### config.mk
export PLATFORM = sky130hd
export DESIGN_NAME = tmds_channel_encoder_flat
export DESIGN_NICKNAME = d
export VERILOG_FILES = /design/src/rtl/tmds_channel_encoder_if.sv /design/src/rtl/tmds_channel_encoder.sv /design/src/flat_wrapper.sv
export SDC_FILE = /design/constraint.sdc
export NUM_CORES = 1
export LEC_CHECK = 0
export BUFFER_PORTS_ARGS = -buffer_cell sky130_fd_sc_hd__buf_2
export CORE_UTILIZATION = 25
export CTS_CLUSTER_SIZE = 12
export DETAILED_ROUTE_END_ITERATION = 6
export SLEW_MARGIN = 20
export SYNTH_ARGS = -nofsm -noshare
export SYNTH_HDL_FRONTEND = slang
export SYNTH_SLANG_ARGS = --single-unit
export TNS_END_PERCENT = 30
### constraint.sdc
create_clock -name clk_pixel -period 12.2 [get_ports clk_pixel]
set_input_delay 2.44 -clock clk_pixel [delete_from_list [all_inputs] [get_ports clk_pixel]]
set_output_delay 2.44 -clock clk_pixel [all_outputs]
set_load 0.005 [all_outputs]
### src/rtl/tmds_channel_encoder_if.sv
// tmds_channel_encoder_if
//   Pixel-side bus of one TMDS lane encoder.
//   master : pixel/timing generator (drives in_*, observes out_*)
//   slave  : tmds_channel_encoder  (consumes in_*, drives out_*)
//   Signals:
//     in_data[7:0]        pixel component
//     in_c0, in_c1        control bits sent during blanking
//     in_blank            1 = blanking, 0 = active video
//     in_island, in_terc4 data-island select and nibble (TMDS_TERC4_EN only)
//     out_tmds[9:0]       encoded symbol, bit 0 transmitted first
//     out_disparity[4:0]  signed running disparity after out_tmds
//   Optional feature macro: TMDS_TERC4_EN
interface tmds_channel_encoder_if;
  logic [7:0]        in_data;
  logic              in_c0;
  logic              in_c1;
  logic              in_blank;
`ifdef TMDS_TERC4_EN
  logic              in_island;
  logic [3:0]        in_terc4;
`endif
  logic [9:0]        out_tmds;
  logic signed [4:0] out_disparity;

`ifdef TMDS_TERC4_EN
  modport master (output in_data, in_c0, in_c1, in_blank, in_island, in_terc4,
                  input  out_tmds, out_disparity);
  modport slave  (input  in_data, in_c0, in_c1, in_blank, in_island, in_terc4,
                  output out_tmds, out_disparity);
`else
  modport master (output in_data, in_c0, in_c1, in_blank,
                  input  out_tmds, out_disparity);
  modport slave  (input  in_data, in_c0, in_c1, in_blank,
                  output out_tmds, out_disparity);
`endif
endinterface

### src/rtl/tmds_channel_encoder.sv
// tmds_channel_encoder
//   One lane of DVI TMDS 8b/10b encoding in the clk_pixel domain.
//   Pipeline: [A: optional input register] -> B: transition-minimised q_m
//   -> C: DC balancing / control symbol insertion with running disparity.
//   Latency is 3 clk_pixel with C_input_reg = 1, 2 with C_input_reg = 0.
//   Ports:
//     clk_pixel  pixel clock, rising edge
//     rst_n      asynchronous active-low reset
//     bus        tmds_channel_encoder_if.slave (pixel inputs, symbol outputs)
//   Optional feature macro: TMDS_TERC4_EN adds TERC4 data-island symbols
//   selected by in_island while blanking (video > island > control).
module tmds_channel_encoder #(
  parameter int C_input_reg = 1
) (
  input  logic                 clk_pixel,
  input  logic                 rst_n,
  tmds_channel_encoder_if.slave bus
);

  function automatic logic [9:0] ctrl_symbol(input logic c1, input logic c0);
    logic [9:0] sym;
    case ({c1, c0})
      2'b00:   sym = 10'b1101010100;
      2'b01:   sym = 10'b0010101011;
      2'b10:   sym = 10'b0101010100;
      default: sym = 10'b1010101011;
    endcase
    return sym;
  endfunction

`ifdef TMDS_TERC4_EN
  function automatic logic [9:0] terc4_symbol(input logic [3:0] nib);
    logic [9:0] sym;
    case (nib)
      4'h0:    sym = 10'b1010011100;
      4'h1:    sym = 10'b1001100011;
      4'h2:    sym = 10'b1011100100;
      4'h3:    sym = 10'b1011100010;
      4'h4:    sym = 10'b0101110001;
      4'h5:    sym = 10'b0100011110;
      4'h6:    sym = 10'b0110001110;
      4'h7:    sym = 10'b0100111100;
      4'h8:    sym = 10'b1011001100;
      4'h9:    sym = 10'b0100111001;
      4'hA:    sym = 10'b0110011100;
      4'hB:    sym = 10'b1011000110;
      4'hC:    sym = 10'b1010001110;
      4'hD:    sym = 10'b1001110001;
      4'hE:    sym = 10'b0101100011;
      default: sym = 10'b1011000011;
    endcase
    return sym;
  endfunction
`endif

  // Stage A outputs (registered or straight from the bus)
  logic [7:0] a_data;
  logic       a_c0, a_c1, a_blank;
`ifdef TMDS_TERC4_EN
  logic       a_island;
  logic [3:0] a_terc4;
`endif

  generate
    if (C_input_reg != 0) begin : g_in_reg
      logic [7:0] data_q;
      logic       c0_q, c1_q, blank_q;
`ifdef TMDS_TERC4_EN
      logic       island_q;
      logic [3:0] terc4_q;
`endif
      // Blank resets to 1 so a reset pipeline emits control symbols only.
      always_ff @(posedge clk_pixel or negedge rst_n) begin
        if (!rst_n) begin
          data_q   <= '0;
          c0_q     <= 1'b0;
          c1_q     <= 1'b0;
          blank_q  <= 1'b1;
`ifdef TMDS_TERC4_EN
          island_q <= 1'b0;
          terc4_q  <= '0;
`endif
        end else begin
          data_q   <= bus.in_data;
          c0_q     <= bus.in_c0;
          c1_q     <= bus.in_c1;
          blank_q  <= bus.in_blank;
`ifdef TMDS_TERC4_EN
          island_q <= bus.in_island;
          terc4_q  <= bus.in_terc4;
`endif
        end
      end
      assign a_data   = data_q;
      assign a_c0     = c0_q;
      assign a_c1     = c1_q;
      assign a_blank  = blank_q;
`ifdef TMDS_TERC4_EN
      assign a_island = island_q;
      assign a_terc4  = terc4_q;
`endif
    end else begin : g_no_in_reg
      assign a_data   = bus.in_data;
      assign a_c0     = bus.in_c0;
      assign a_c1     = bus.in_c1;
      assign a_blank  = bus.in_blank;
`ifdef TMDS_TERC4_EN
      assign a_island = bus.in_island;
      assign a_terc4  = bus.in_terc4;
`endif
    end
  endgenerate

  // Stage B: transition-minimised word q_m plus its ones/zeros counts
  logic [3:0] n1d;
  logic       xnor_mode;
  logic [8:0] qm_d, qm_q;
  logic [3:0] n1q_d, n1q_q, n0q_d, n0q_q;
  logic       b_blank_q, b_c0_q, b_c1_q;
`ifdef TMDS_TERC4_EN
  logic       b_island_q;
  logic [3:0] b_terc4_q;
`endif

  always_comb begin
    n1d = '0;
    for (int i = 0; i < 8; i++) n1d = n1d + {3'b000, a_data[i]};
    // XNOR chaining keeps heavy-ones words from toggling on every bit
    xnor_mode = (n1d > 4'd4) || ((n1d == 4'd4) && !a_data[0]);
    qm_d = '0;
    qm_d[0] = a_data[0];
    for (int i = 1; i < 8; i++)
      qm_d[i] = xnor_mode ? ~(qm_d[i-1] ^ a_data[i]) : (qm_d[i-1] ^ a_data[i]);
    qm_d[8] = ~xnor_mode;
    n1q_d = '0;
    for (int i = 0; i < 8; i++) n1q_d = n1q_d + {3'b000, qm_d[i]};
    n0q_d = 4'd8 - n1q_d;
  end

  // Stage C: DC balancing against the running disparity
  logic signed [4:0] cnt_d, cnt_q;
  logic signed [4:0] n1s, n0s, diff;
  logic [9:0]        tmds_d, tmds_q;

  always_comb begin
    n1s    = signed'({1'b0, n1q_q});
    n0s    = signed'({1'b0, n0q_q});
    diff   = n1s - n0s;
    tmds_d = tmds_q;
    cnt_d  = cnt_q;
    if (b_blank_q) begin
`ifdef TMDS_TERC4_EN
      if (b_island_q) tmds_d = terc4_symbol(b_terc4_q);
      else            tmds_d = ctrl_symbol(b_c1_q, b_c0_q);
`else
      tmds_d = ctrl_symbol(b_c1_q, b_c0_q);
`endif
      cnt_d = '0;
    end else if ((cnt_q == 5'sd0) || (n1q_q == n0q_q)) begin
      tmds_d = {~qm_q[8], qm_q[8], qm_q[8] ? qm_q[7:0] : ~qm_q[7:0]};
      cnt_d  = qm_q[8] ? (cnt_q + diff) : (cnt_q - diff);
    end else if (((cnt_q > 5'sd0) && (n1q_q > n0q_q)) ||
                 ((cnt_q < 5'sd0) && (n0q_q > n1q_q))) begin
      // Inverting the payload pulls the disparity back towards zero
      tmds_d = {1'b1, qm_q[8], ~qm_q[7:0]};
      cnt_d  = cnt_q + (qm_q[8] ? 5'sd2 : 5'sd0) - diff;
    end else begin
      tmds_d = {1'b0, qm_q[8], qm_q[7:0]};
      cnt_d  = cnt_q + diff - (qm_q[8] ? 5'sd0 : 5'sd2);
    end
  end

  // Stage B and C registers; reset parks the lane on control symbol 00
  always_ff @(posedge clk_pixel or negedge rst_n) begin
    if (!rst_n) begin
      qm_q       <= '0;
      n1q_q      <= '0;
      n0q_q      <= '0;
      b_blank_q  <= 1'b1;
      b_c0_q     <= 1'b0;
      b_c1_q     <= 1'b0;
`ifdef TMDS_TERC4_EN
      b_island_q <= 1'b0;
      b_terc4_q  <= '0;
`endif
      tmds_q     <= 10'b1101010100;
      cnt_q      <= '0;
    end else begin
      qm_q       <= qm_d;
      n1q_q      <= n1q_d;
      n0q_q      <= n0q_d;
      b_blank_q  <= a_blank;
      b_c0_q     <= a_c0;
      b_c1_q     <= a_c1;
`ifdef TMDS_TERC4_EN
      b_island_q <= a_island;
      b_terc4_q  <= a_terc4;
`endif
      tmds_q     <= tmds_d;
      cnt_q      <= cnt_d;
    end
  end

  assign bus.out_tmds      = tmds_q;
  assign bus.out_disparity = cnt_q;

endmodule

### src/flat_wrapper.sv
// flat-port wrapper written by rule: the top's interface ports become plain ports
module tmds_channel_encoder_flat 
#(
  parameter int C_input_reg = 1
)
  (clk_pixel, rst_n, bus_in_data, bus_in_c0, bus_in_c1, bus_in_blank, bus_out_tmds, bus_out_disparity);
  tmds_channel_encoder_if bus_i ();
  input  logic clk_pixel;
  input  logic rst_n;
  input wire logic [$bits(bus_i.in_data)-1:0] bus_in_data;
  input wire logic [$bits(bus_i.in_c0)-1:0] bus_in_c0;
  input wire logic [$bits(bus_i.in_c1)-1:0] bus_in_c1;
  input wire logic [$bits(bus_i.in_blank)-1:0] bus_in_blank;
  output wire logic [$bits(bus_i.out_tmds)-1:0] bus_out_tmds;
  output wire logic [$bits(bus_i.out_disparity)-1:0] bus_out_disparity;
  assign bus_i.in_data = bus_in_data;
  assign bus_i.in_c0 = bus_in_c0;
  assign bus_i.in_c1 = bus_in_c1;
  assign bus_i.in_blank = bus_in_blank;
  assign bus_out_tmds = bus_i.out_tmds;
  assign bus_out_disparity = bus_i.out_disparity;
  tmds_channel_encoder #(.C_input_reg(C_input_reg)) u_core (.clk_pixel(clk_pixel), .rst_n(rst_n), .bus(bus_i));
endmodule
==> results of run 1 <==
stage by stage:
| stage | util | setup slack, ps |
|---|---|---|
| final | 0.2952 | 5830 |
| after global routing | 0.2952 | 5367 |
| after CTS | 0.2952 | 5760 |
| after detailed placement | 0.2863 | 5778 |
| after global placement | 0.2863 | 5921 |
| after floorplan | - | 6084 |
worst min-delay path by stage:
stage,start,to,slack (ps),depth (start not counted)
final,u_core.a_c1$_DFF_PN0_,u_core.b_c1_q$_DFF_PN0_,360,0
after global routing,u_core.a_blank$_DFF_PN1_,u_core.b_blank_q$_DFF_PN1_,360,0
after CTS,u_core.a_c1$_DFF_PN0_,u_core.b_c1_q$_DFF_PN0_,360,0
after detailed placement,u_core.a_c1$_DFF_PN0_,u_core.b_c1_q$_DFF_PN0_,340,0
after global placement,u_core.a_c1$_DFF_PN0_,u_core.b_c1_q$_DFF_PN0_,340,0
after floorplan,u_core.a_c0$_DFF_PN0_,u_core.b_c0_q$_DFF_PN0_,330,0
final cells by class:
class | instances | area [um^2] | share of cell area
Timing Repair Buffer | 27 | 135.1 | 0.04434
Multi-Input combinational cell | 148 | 1390 | 0.4561
Inverter | 40 | 150.1 | 0.04926
Tap cell | 136 | 170.2 | 0.05583
Clock buffer | 5 | 68.82 | 0.02258
Clock inverter | 3 | 23.77 | 0.007800
Sequential cell | 44 | 1110 | 0.3641
flip-flops by register name, indices dropped and copies added (netlist names):
signal / count
u_core.b_blank_q: 1
u_core.a_data: 8
u_core.qm_q: 9
u_core.b_c1_q: 1
u_core.bus.out_disparity: 5
u_core.a_c1: 1
u_core.n1q_q: 3
u_core.bus.out_tmds: 10
u_core.a_c0: 1
u_core.n0q_q: 3
u_core.a_blank: 1
u_core.b_c0_q: 1
worst register-to-register path, cell delays in order (launching register included):
cell and delay [ps]:
dfrtp_1 420, ha_1 350, inv_1 70, fa_1 460
fa_1 500, inv_1 60, fa_1 460, fa_1 480
nor3b_1 250, o21ai_0 130, a21oi_2 300, xnor2_1 140
ha_1 290, inv_1 50, fa_1 520, inv_1 50
fa_1 550, fa_1 190, inv_1 60, fa_1 500
inv_1 60, nor3_1 240, xor2_1 180
per-layer routing:
metal	up-vias	wire length (um)	share of wire
li1	828	-	-
met1	820	2275	0.48
met2	27	2209	0.47
met3	4	192	0.041
met4	0	24	0.0051
met5	-	0	0
cell families (layout without fill, tap and decap cells):
logic type / count (synthesis) / after routing / share of synthesized area
AO/OA/AOI/OAI: 47 / 47 / 0.1151
flip-flops: 44 / 44 / 0.4151
buffers and inverters: 44 / 75 / 0.06504
adder cells (fa/ha/maj): 39 / 39 / 0.2162
AND/OR/NAND/NOR: 29 / 29 / 0.07019
XOR/XNOR: 28 / 28 / 0.09733
multiplexers: 5 / 5 / 0.02106
layout by cell type, fill, tap and decap left out, types with 7 or more instances in the layout:
master	instances
inv_1	40
xnor2_1	21
o21ai_1	8
buf_2	27
dfstp_2	7
fa_1	12
o21ai_0	7
dfrtp_1	37
ha_1	27
a21oi_1	13
==> summary.md, run 1 <==
| Metric | Value |
|---|---|
| R2R setup slack | 5830 ps |
| Vias per cell | 4.166 |
| Crit path depth | 22 |
| Register area share after synthesis | 0.4151 |
| CP startpoint | u_core.a_data[0]$_DFF_PN0_ |
| Post-synth EDFFs | 0 |
| Avg Inst Size Synth | 11.33 um^2 |
| Maximum number of pins on one net before global-route repair | between 40 and 50 |
| Yosys top cell area share | 0.3463 |
| RSZ-0062 raised after global routing | no |
| Actual slew at the worst max-slew pin | 935.4 ps |
| CTS tree | built |
| Worst Path Buf+Inv | 6 |
| Core area | 10,320 um^2 |
| RR Endpoint | u_core.n0q_q[3]$_DFF_PN0_ |
| Fraction of layout cells with a size suffix above 1 | 0.1948 |
| Max Slew Vio Count | 0 |
| Met2 usage | 0.1504 |
| GPL Wtd Cong | 0.7900 |
| FF-to-FF path depth | 22 |
| Clock Latency Late Sink | around 300 ps |
| Worst Skew | 6.141 ps |
| Final instance area | 3048 um^2 |
| Final nets | 318 |
| Mapped Cells | around 240 |
| Row cnt | 37 |
| Worst Setup End Kind | register |
| Post-DP HPWL | 3.769 mm |
| Most Frequent Cell on Critical Path | fa_1 |
| Top-count cell post-synth | inv_1 |
| Fin crit share | 0.5221 |
| CTS buffer count | 5 |
| Top FF cell, synth | dfrtp_1 |
| Worst R2R Start | u_core.a_data[0]$_DFF_PN0_ |
| Area growth syn-to-layout | 13.99% |
| Clk slew on worst S/H paths | around 90 ps |
| HP Class | reg -> reg |
| First-pass GRT wire length | between 8 and 9 mm |
| Startpoint types | register |
| Syn nets | between 200 and 300 |
| End of the critical path | u_core.n0q_q[3]$_DFF_PN0_ |
| Max-cap viol count | 0 |
| Diode count | 0 |
| Family with the most delay on the worst path | adder cells |
| Dpl cells | roughly 400 |
| FF+latch count, synth | 44 |
| Fill cells | 1,062 |
| Status | complete, no violations |
| Distinct cells, synth | 48 |
| Ys async rst share | 1.000 |
| Synth top cells by count | inv_1, dfrtp_1, ha_1, xnor2_1, a21oi_1 |
| Total wire length | 4.702 mm |
| Setup_tns | 0 ps |
| CTS H-tree lvls | 2 |
| Cell taking the most area after synthesis | dfrtp_1 |
| Initial antenna violation count | 0 |
| Met3 usage | 0.02536 |
| GRT Util Overall | 0.09321 |
| Critical path type | reg -> reg |
| Post-CTS Resized | 0 |
| Via count | 1,679 |
| Post-CTS Hold Buffers | 0 |
| Routed len/inst | 11.67 um |
| Setup Viol. Count Final | 0 |
| Initial Utilization | 0.2590 |
| Clock Sinks | 44 |
| WP data required | roughly 12,000 ps |
| WP data arrival | about 6600 ps |
| Die Y | 105.4 um |
| Count of input and output buffers | 27 |
| Largest stage delay, worst path | 550 ps |
| Grt ovf | 0 |
| Endpoints failing hold | 0 |
| Die area | 11,110 um^2 |
| Routed Antenna Nets | 0 |
| WHS | 356.8 ps |
| Placed Instance Area | 2955 um^2 |
| Io pins | 28 |
| Root buf cell | clkbuf_8 |
| Clock Path Buffers | 2 |
| DRT Pass-1 Iters | 4 |
| Synth top area cells | dfrtp_1, ha_1, fa_1 |
| Rel. slew slack | 0.3764 |
| Worst-path fanout max | 5 |
| Vias in the first global route | around 1,700 |
| DR DRC count | 0 |
| Slowest CP cell | fa_1 |
| Busiest grt layer | met2 |
| Initial DRC count | 36 |
| # Post-CTS Setup Buffers | 0 |
| Min Tclk post-route | 6370 ps |
| Fin cells | around 400 |
| YS warnings | 0 |
| Crit-path cells | ha_1, inv_1, fa_1, fa_1, inv_1, fa_1, fa_1, nor3b_1, o21ai_0, a21oi_2, xnor2_1, ha_1, inv_1, fa_1, inv_1, fa_1, fa_1, inv_1, fa_1, inv_1, nor3_1, xor2_1 |
| Met1 Resource Use GR | 0.1242 |
| Die width | ~110 um |
| Fmax | about 0.16 GHz |
| Synthesized cell area | 2674 um^2 |
Power of run 1 is not shown: default switching activity piles up to over one toggle a cycle in this logic, so the estimate is an artifact.
==> run 2: changes to the inputs <==
==> constraint.sdc (replaced) <==
create_clock -name clk_pixel -period 5.65 [get_ports clk_pixel]
set_input_delay 1.13 -clock clk_pixel [delete_from_list [all_inputs] [get_ports clk_pixel]]
set_output_delay 1.13 -clock clk_pixel [all_outputs]
set_load 0.005 [all_outputs]
==> run 2 against run 1 <==
  * Final cell count up 1.2%
  * Worst setup slack got worse by 5900 ps
  * Global-route usage rose by 0.50 points
  * Utilization up 0.97 points
  * Via count rose by 2.0%
  * Worst hold slack improved by 2.0 ps
  * Count of clock-buffer cells in the layout stayed put
  * The run now ends with setup timing left
  * Die area did not move
  * Non-clock buffer count rose by 5
  * Fmax rose by 12%
  * Register-to-register slack lost 5900 ps
  * Sequential share of layout area is 1.2 points lower
==> summary.md, run 2 (same netlist as run 1, synthesis figures left out) <==
| Metric | Value |
|---|---|
| Status | complete, but fails checks |
| Failing checks | setup timing |
| Critical path type | reg -> reg |
| Most Frequent Cell on Critical Path | fa_1 |
| Final core occ | 0.3049 (+0.009696) |
| Fin crit share | 1.011 (+0.4885) |
| Die Y | 105.4 um (unchanged) |
| CTS tree | built |
| Actual slew at the worst max-slew pin | 548.0 ps (-387.4 ps) |
| Fill cells | 1,056 (-0.56%) |
| Core area | 10,320 um^2 (unchanged) |
| Max-cap viol count | 0 (unchanged) |
| Total wire length | 4.864 mm (+3.4%) |
| WP data required | 5840 ps (-6580 ps) |
| Row cnt | 37 (unchanged) |
| Pre-CTS setup slack | -146.0 ps (-5924 ps) |
| Startpoint types | register |
| WP data arrival | 5900 ps (-690 ps) |
| Clock Latency Late Sink | 300 ps (about the same) |
| Endpoints failing hold | 0 (unchanged) |
| Max reg flops | 10 (unchanged) |
| Root buf cell | clkbuf_8 |
| Diode count | 0 (unchanged) |
| Setup slack after layout | -59.97 ps (-5890 ps) |
| Clock Sinks | 44 (unchanged) |
| Min Tclk post-route | 5710 ps (-659.6 ps) |
| CTS buffer count | 5 (unchanged) |
| Crit-path cells | ha_4, inv_1, fa_1, fa_1, inv_1, fa_2, fa_1, nor3b_2, o21ai_1, a21oi_2, xnor2_1, ha_1, inv_1, fa_1, inv_1, fa_1, fa_2, inv_2, fa_1, ha_2, xnor2_1 |
| Io pins | 28 (unchanged) |
| First-pass GRT wire length | 8.473 mm (+2.3%) |
| RSZ-0062 raised after global routing | yes |
| Routed len/inst | 11.92 um (+2.2%) |
| Rel. slew slack | 0.6347 (+0.2582) |
| Grt ovf | 0 (unchanged) |
| Vias per cell | 4.196 (+0.72%) |
| Fmax | 0.1751 GHz (+12%) |
| Area growth syn-to-layout | 17.74% |
| Initial antenna violation count | 0 (unchanged) |
| Worst Skew | 10.18 ps (+4.040 ps) |
| Most frequent cells in the layout | inv_1, dfrtp_1, buf_2 |
| Clk slew on worst S/H paths | 80 ps (about the same) |
| Worst-path fanout max | 2 (-3) |
| Die area | 11,110 um^2 (unchanged) |
| Maximum number of pins on one net before global-route repair | 45 (unchanged) |
| GRT Util Overall | 0.09816 (+0.004953) |
| Post-DP HPWL | 3.883 mm (+3.0%) |
| Count of input and output buffers | 27 (unchanged) |
| Slowest CP cell | fa_1 |
| Vias in the first global route | 1,833 (+5.3%) |
| Die width | 105.4 um (unchanged) |
| CTS H-tree lvls | 2 (unchanged) |
| Via count | 1,712 (+2.0%) |
| Most common cell after layout, fill and taps aside | inv_1 |
| Setup Viol. Count Final | 3 (+3) |
| DR DRC count | 0 (unchanged) |
| Post-CTS Resized | 0 (unchanged) |
| Fraction of layout cells with a size suffix above 1 | 0.2390 (+0.04421) |
| Worst Setup End Kind | register |
| Routed Antenna Nets | 0 (unchanged) |
| Largest stage delay, worst path | 530 ps (-20 ps) |
| Initial Utilization | 0.2590 (unchanged) |
| Clock Path Buffers | 2 (unchanged) |
| Initial DRC count | 114 (+220%) |
| GPL Wtd Cong | 0.8298 (+5.0%) |
| Setup_tns | -142.9 ps (-142.9 ps) |
| HP Class | reg -> reg |
| Final nets | 323 (+1.6%) |
| Max Slew Vio Count | 0 (unchanged) |
| DRT Pass-1 Iters | 4 (unchanged) |
-- run 2: changes by cell type in the layout (fill, tap and decap cells not counted), moves of 2 or more --
cell   delta
buf_4     +6
fa_1      -2
fa_2      +2
ha_1      -2
-- run 2: timing repair --
action | in CTS | in global routing
pin swaps | 7 | 1
setup endpoints to repair | 3 | 5
hold buffers | 0 | 0
gates cloned | 0 | 0
buffers inserted | 1 | 0
-- run 2: cell type report --
class / count / area [um^2] / area share
clock buffer: 5 / 68.82 / 0.02186
clock inverter: 3 / 46.29 / 0.01471
inverter: 40 / 150.1 / 0.04769
multi-input combinational: 148 / 1428 / 0.4535
sequential: 44 / 1110 / 0.3525
tap: 136 / 170.2 / 0.05405
timing repair buffer: 32 / 175.2 / 0.05564
-- run 2: routing by layer --
metal	track usage	wire length, um
met1	0.1145	2188
met2	0.1748	2453
met3	0.02226	155
met4	0.03622	68
met5	0	0
-- run 2: critical path: cells and delay by family, from the launching register on --
family | cells | cell delay (ps)
simple gates | 1 | 200
flops | 1 | 410
xor+xnor | 2 | 210
fa+ha+maj | 11 | 4260
buf+inv | 5 | 260
compound gates | 2 | 260
-- run 2: worst paths after layout --
| kind | start | to | slack [ps] | cells past startpoint |
|---|---|---|---|---|
| min reg2reg | u_core.a_blank$_DFF_PN1_ | u_core.b_blank_q$_DFF_PN1_ | 360 | 0 |
| min | u_core.a_blank$_DFF_PN1_ | u_core.b_blank_q$_DFF_PN1_ | 360 | 0 |
| max reg2reg | u_core.a_data[0]$_DFF_PN0_ | u_core.n0q_q[2]$_DFF_PN0_ | -60 | 21 |
| max | u_core.a_data[0]$_DFF_PN0_ | u_core.n0q_q[2]$_DFF_PN0_ | -60 | 21 |
| max in group asynchronous | rst_n | u_core.a_blank$_DFF_PN1_ | 4460 | 1 |
| min in group asynchronous | rst_n | u_core.a_data[5]$_DFF_PN0_ | 800 | 1 |
-- run 2: metrics by stage --
step | area (um^2) | std cells | hold slack, ps
after global placement | 3023 | 399 | 337.8
after detailed placement | 3023 | 399 | 346.3
final | 3148 | 408 | 358.8
after CTS | 3146 | 408 | 360.5
after floorplan | 2711 | 236 | 331.2
after global routing | 3148 | 408 | 369.2
Power of run 2 is left out for the same reason.
==> run 3: changes to the inputs <==
--- a/config.mk
+++ b/config.mk
@@ -6,9 +6,10 @@
 export NUM_CORES = 1
 export LEC_CHECK = 0
 export BUFFER_PORTS_ARGS = -buffer_cell sky130_fd_sc_hd__buf_2
-export CORE_UTILIZATION = 25
+export CORE_UTILIZATION = 50
 export CTS_CLUSTER_SIZE = 12
 export DETAILED_ROUTE_END_ITERATION = 6
+export PLACE_DENSITY = 0.72
 export SLEW_MARGIN = 20
 export SYNTH_ARGS = -nofsm -noshare
 export SYNTH_HDL_FRONTEND = slang
==> run 3 against run 2 <==
  * The flow still finishes with violations (setup timing)
  * Final cell count shrank 16%
  * Worst hold slack lost 1.9 ps
  * Global-route usage grew 8.6 points
  * Largest cell class unchanged
  * Register-to-register slack lost 90 ps
  * Utilization grew 29 points
==> summary.md, run 3 (same netlist as run 1, synthesis figures left out) <==
| Metric | Value |
|---|---|
| Status | complete, but fails checks |
| Failing checks | setup timing |
| Via count | 1,710 (-0.12%) |
| Max Slew Vio Count | 0 (unchanged) |
| Row cnt | 26 (-30%) |
| RSZ-0062 raised after global routing | yes |
| Most frequent cells in the layout | dfrtp_1, inv_1, buf_2 |
| CTS tree | built |
| Initial DRC count | 91 (-20%) |
| Grt ovf | 0 (unchanged) |
| Fmax | 0.1723 GHz (-1.6%) |
| Max reg flops | 10 (unchanged) |
| Pre-CTS setup slack | -173.1 ps (-27.05 ps) |
| WP data required | 5820 ps (-20 ps) |
| Clock Latency Late Sink | 290 ps (about the same) |
| Routed Antenna Nets | 0 (unchanged) |
| GRT Util Overall | 0.1843 (+0.08611) |
| Clock Path Buffers | 2 (unchanged) |
| Die area | 5644 um^2 (-49%) |
| Fill cells | 472 (-55%) |
| Actual slew at the worst max-slew pin | 923.9 ps (+376.0 ps) |
| Critical path type | reg -> reg |
| Max-cap viol count | 0 (unchanged) |
| Diode count | 0 (unchanged) |
| Setup Viol. Count Final | 3 (unchanged) |
| Die Y | 75.13 um (-29%) |
| DR DRC count | 0 (unchanged) |
| Vias in the first global route | 1,701 (-7.2%) |
| HP Class | reg -> reg |
| Rel. slew slack | 0.3840 (-0.2506) |
| Worst Setup End Kind | register |
| Maximum number of pins on one net before global-route repair | 45 (unchanged) |
| Clock Sinks | 44 (unchanged) |
| Area growth syn-to-layout | 14.09% |
| DRT Pass-1 Iters | 4 (unchanged) |
| Final nets | 323 (unchanged) |
| Fin crit share | 1.027 (+0.01643) |
| Worst Skew | 6.239 ps (-3.942 ps) |
| Die width | 75.13 um (-29%) |
| Count of input and output buffers | 27 (unchanged) |
| Vias per cell | 5.000 (+19%) |
| Multi-input gate area | 1433 um^2 (+0.35%) |
| Root buf cell | clkbuf_8 |
| First-pass GRT wire length | 7.596 mm (-10%) |
| Setup slack after layout | -152.8 ps (-92.80 ps) |
| Endpoints failing hold | 0 (unchanged) |
| Routed len/inst | 12.80 um (+7.4%) |
| Post-CTS Hold Buffers | 0 (unchanged) |
| Clk slew on worst S/H paths | 80 ps (about the same) |
| Core area | 5140 um^2 (-50%) |
| GPL Wtd Cong | 0.8513 (+2.6%) |
| Register area | 1110 um^2 (unchanged) |
| WP data arrival | 5980 ps (+80 ps) |
| Worst-path fanout max | 2 (unchanged) |
| Min Tclk post-route | 5803 ps (+92.80 ps) |
| Post-DP HPWL | 3.437 mm (-11%) |
| Most common cell after layout, fill and taps aside | dfrtp_1 |
| Startpoint types | register |
| Io pins | 28 (unchanged) |
| CTS H-tree lvls | 2 (unchanged) |
| CTS buffer count | 5 (unchanged) |
| Initial Utilization | 0.5202 (+0.2612) |
| Fraction of layout cells with a size suffix above 1 | 0.2537 (+0.01471) |
| Initial antenna violation count | 0 (unchanged) |
| Total wire length | 4.379 mm (-10%) |
[run 3: changes by cell type in the layout (fill, tap and decap cells not counted), sizes merged]
| cell | before | now |
|---|---|---|
| bufinv | 1 | 0 |
| clkbuf | 5 | 6 |
| clkinvlp | 1 | 2 |
| inv | 41 | 40 |
[run 3: cell type report]
class                   instances  area share
multi-input cells             148      0.4696
clock inverters                 2    0.004922
inverters                      40     0.04922
well taps                      70     0.02871
flip-flops and latches         44      0.3638
repair buffers                 32     0.05660
clock buffers                   6     0.02707
[run 3: per-stage QoR]
step	util	hold slack [ps]	area [um^2]	cells	TNS, ps
global placement	0.5721	336.9	2940	333	-34.36
detailed placement	0.5721	339.3	2940	333	-470.8
global route	0.5935	362.8	3050	342	-1203
finish	0.5935	356.9	3050	342	-405.6
floorplan	-	331.2	2711	236	-302.5
CTS	0.5910	358.6	3038	341	-469.7
[run 3: worst paths after layout]
check                                           start                          to  slack (ps)  depth (start not counted)
setup / recovery           u_core.a_data[0]$_DFF_PN0_   u_core.n0q_q[2]$_DFF_PN0_        -150                         21
hold / removal                  u_core.a_c1$_DFF_PN0_     u_core.b_c1_q$_DFF_PN0_         360                          0
setup reg to reg           u_core.a_data[0]$_DFF_PN0_   u_core.n0q_q[2]$_DFF_PN0_        -150                         21
hold reg to reg                 u_core.a_c1$_DFF_PN0_     u_core.b_c1_q$_DFF_PN0_         360                          0
max in group asynchronous                       rst_n   u_core.n0q_q[1]$_DFF_PN0_        4110                          1
min in group asynchronous                       rst_n  u_core.a_data[2]$_DFF_PN0_         970                          1
[run 3: worst max-delay path, stage by stage, from the launching register on]
cell     delay [ps]
dfrtp_1         410
ha_4            280
inv_2            30
fa_1            450
fa_1            490
inv_1            50
fa_2            350
fa_1            450
nor3b_2         250
o21ai_1         100
a21oi_2         180
xnor2_1         100
ha_1            290
inv_2            40
fa_1            530
inv_1            50
fa_1            450
fa_2            360
inv_2            60
fa_1            450
ha_2            200
xnor2_1         120
[run 3: repair_timing]
action / CTS / global route
pin swaps: 0 / 6
endpoints found under the setup margin: 3 / 5
gates resized for setup: 0 / 4
buffers inserted: 0 / 1
cloned: 0 / 0
[run 3: per-layer routing]
metal  global-route usage  vias up  part of all wire
li1                     -      840                 -
met1               0.2420      831              0.47
met2               0.2923       31              0.47
met3              0.04953        8             0.034
met4              0.07128        0             0.018
met5                    0        -                 0
Power of run 3 is left out for the same reason.
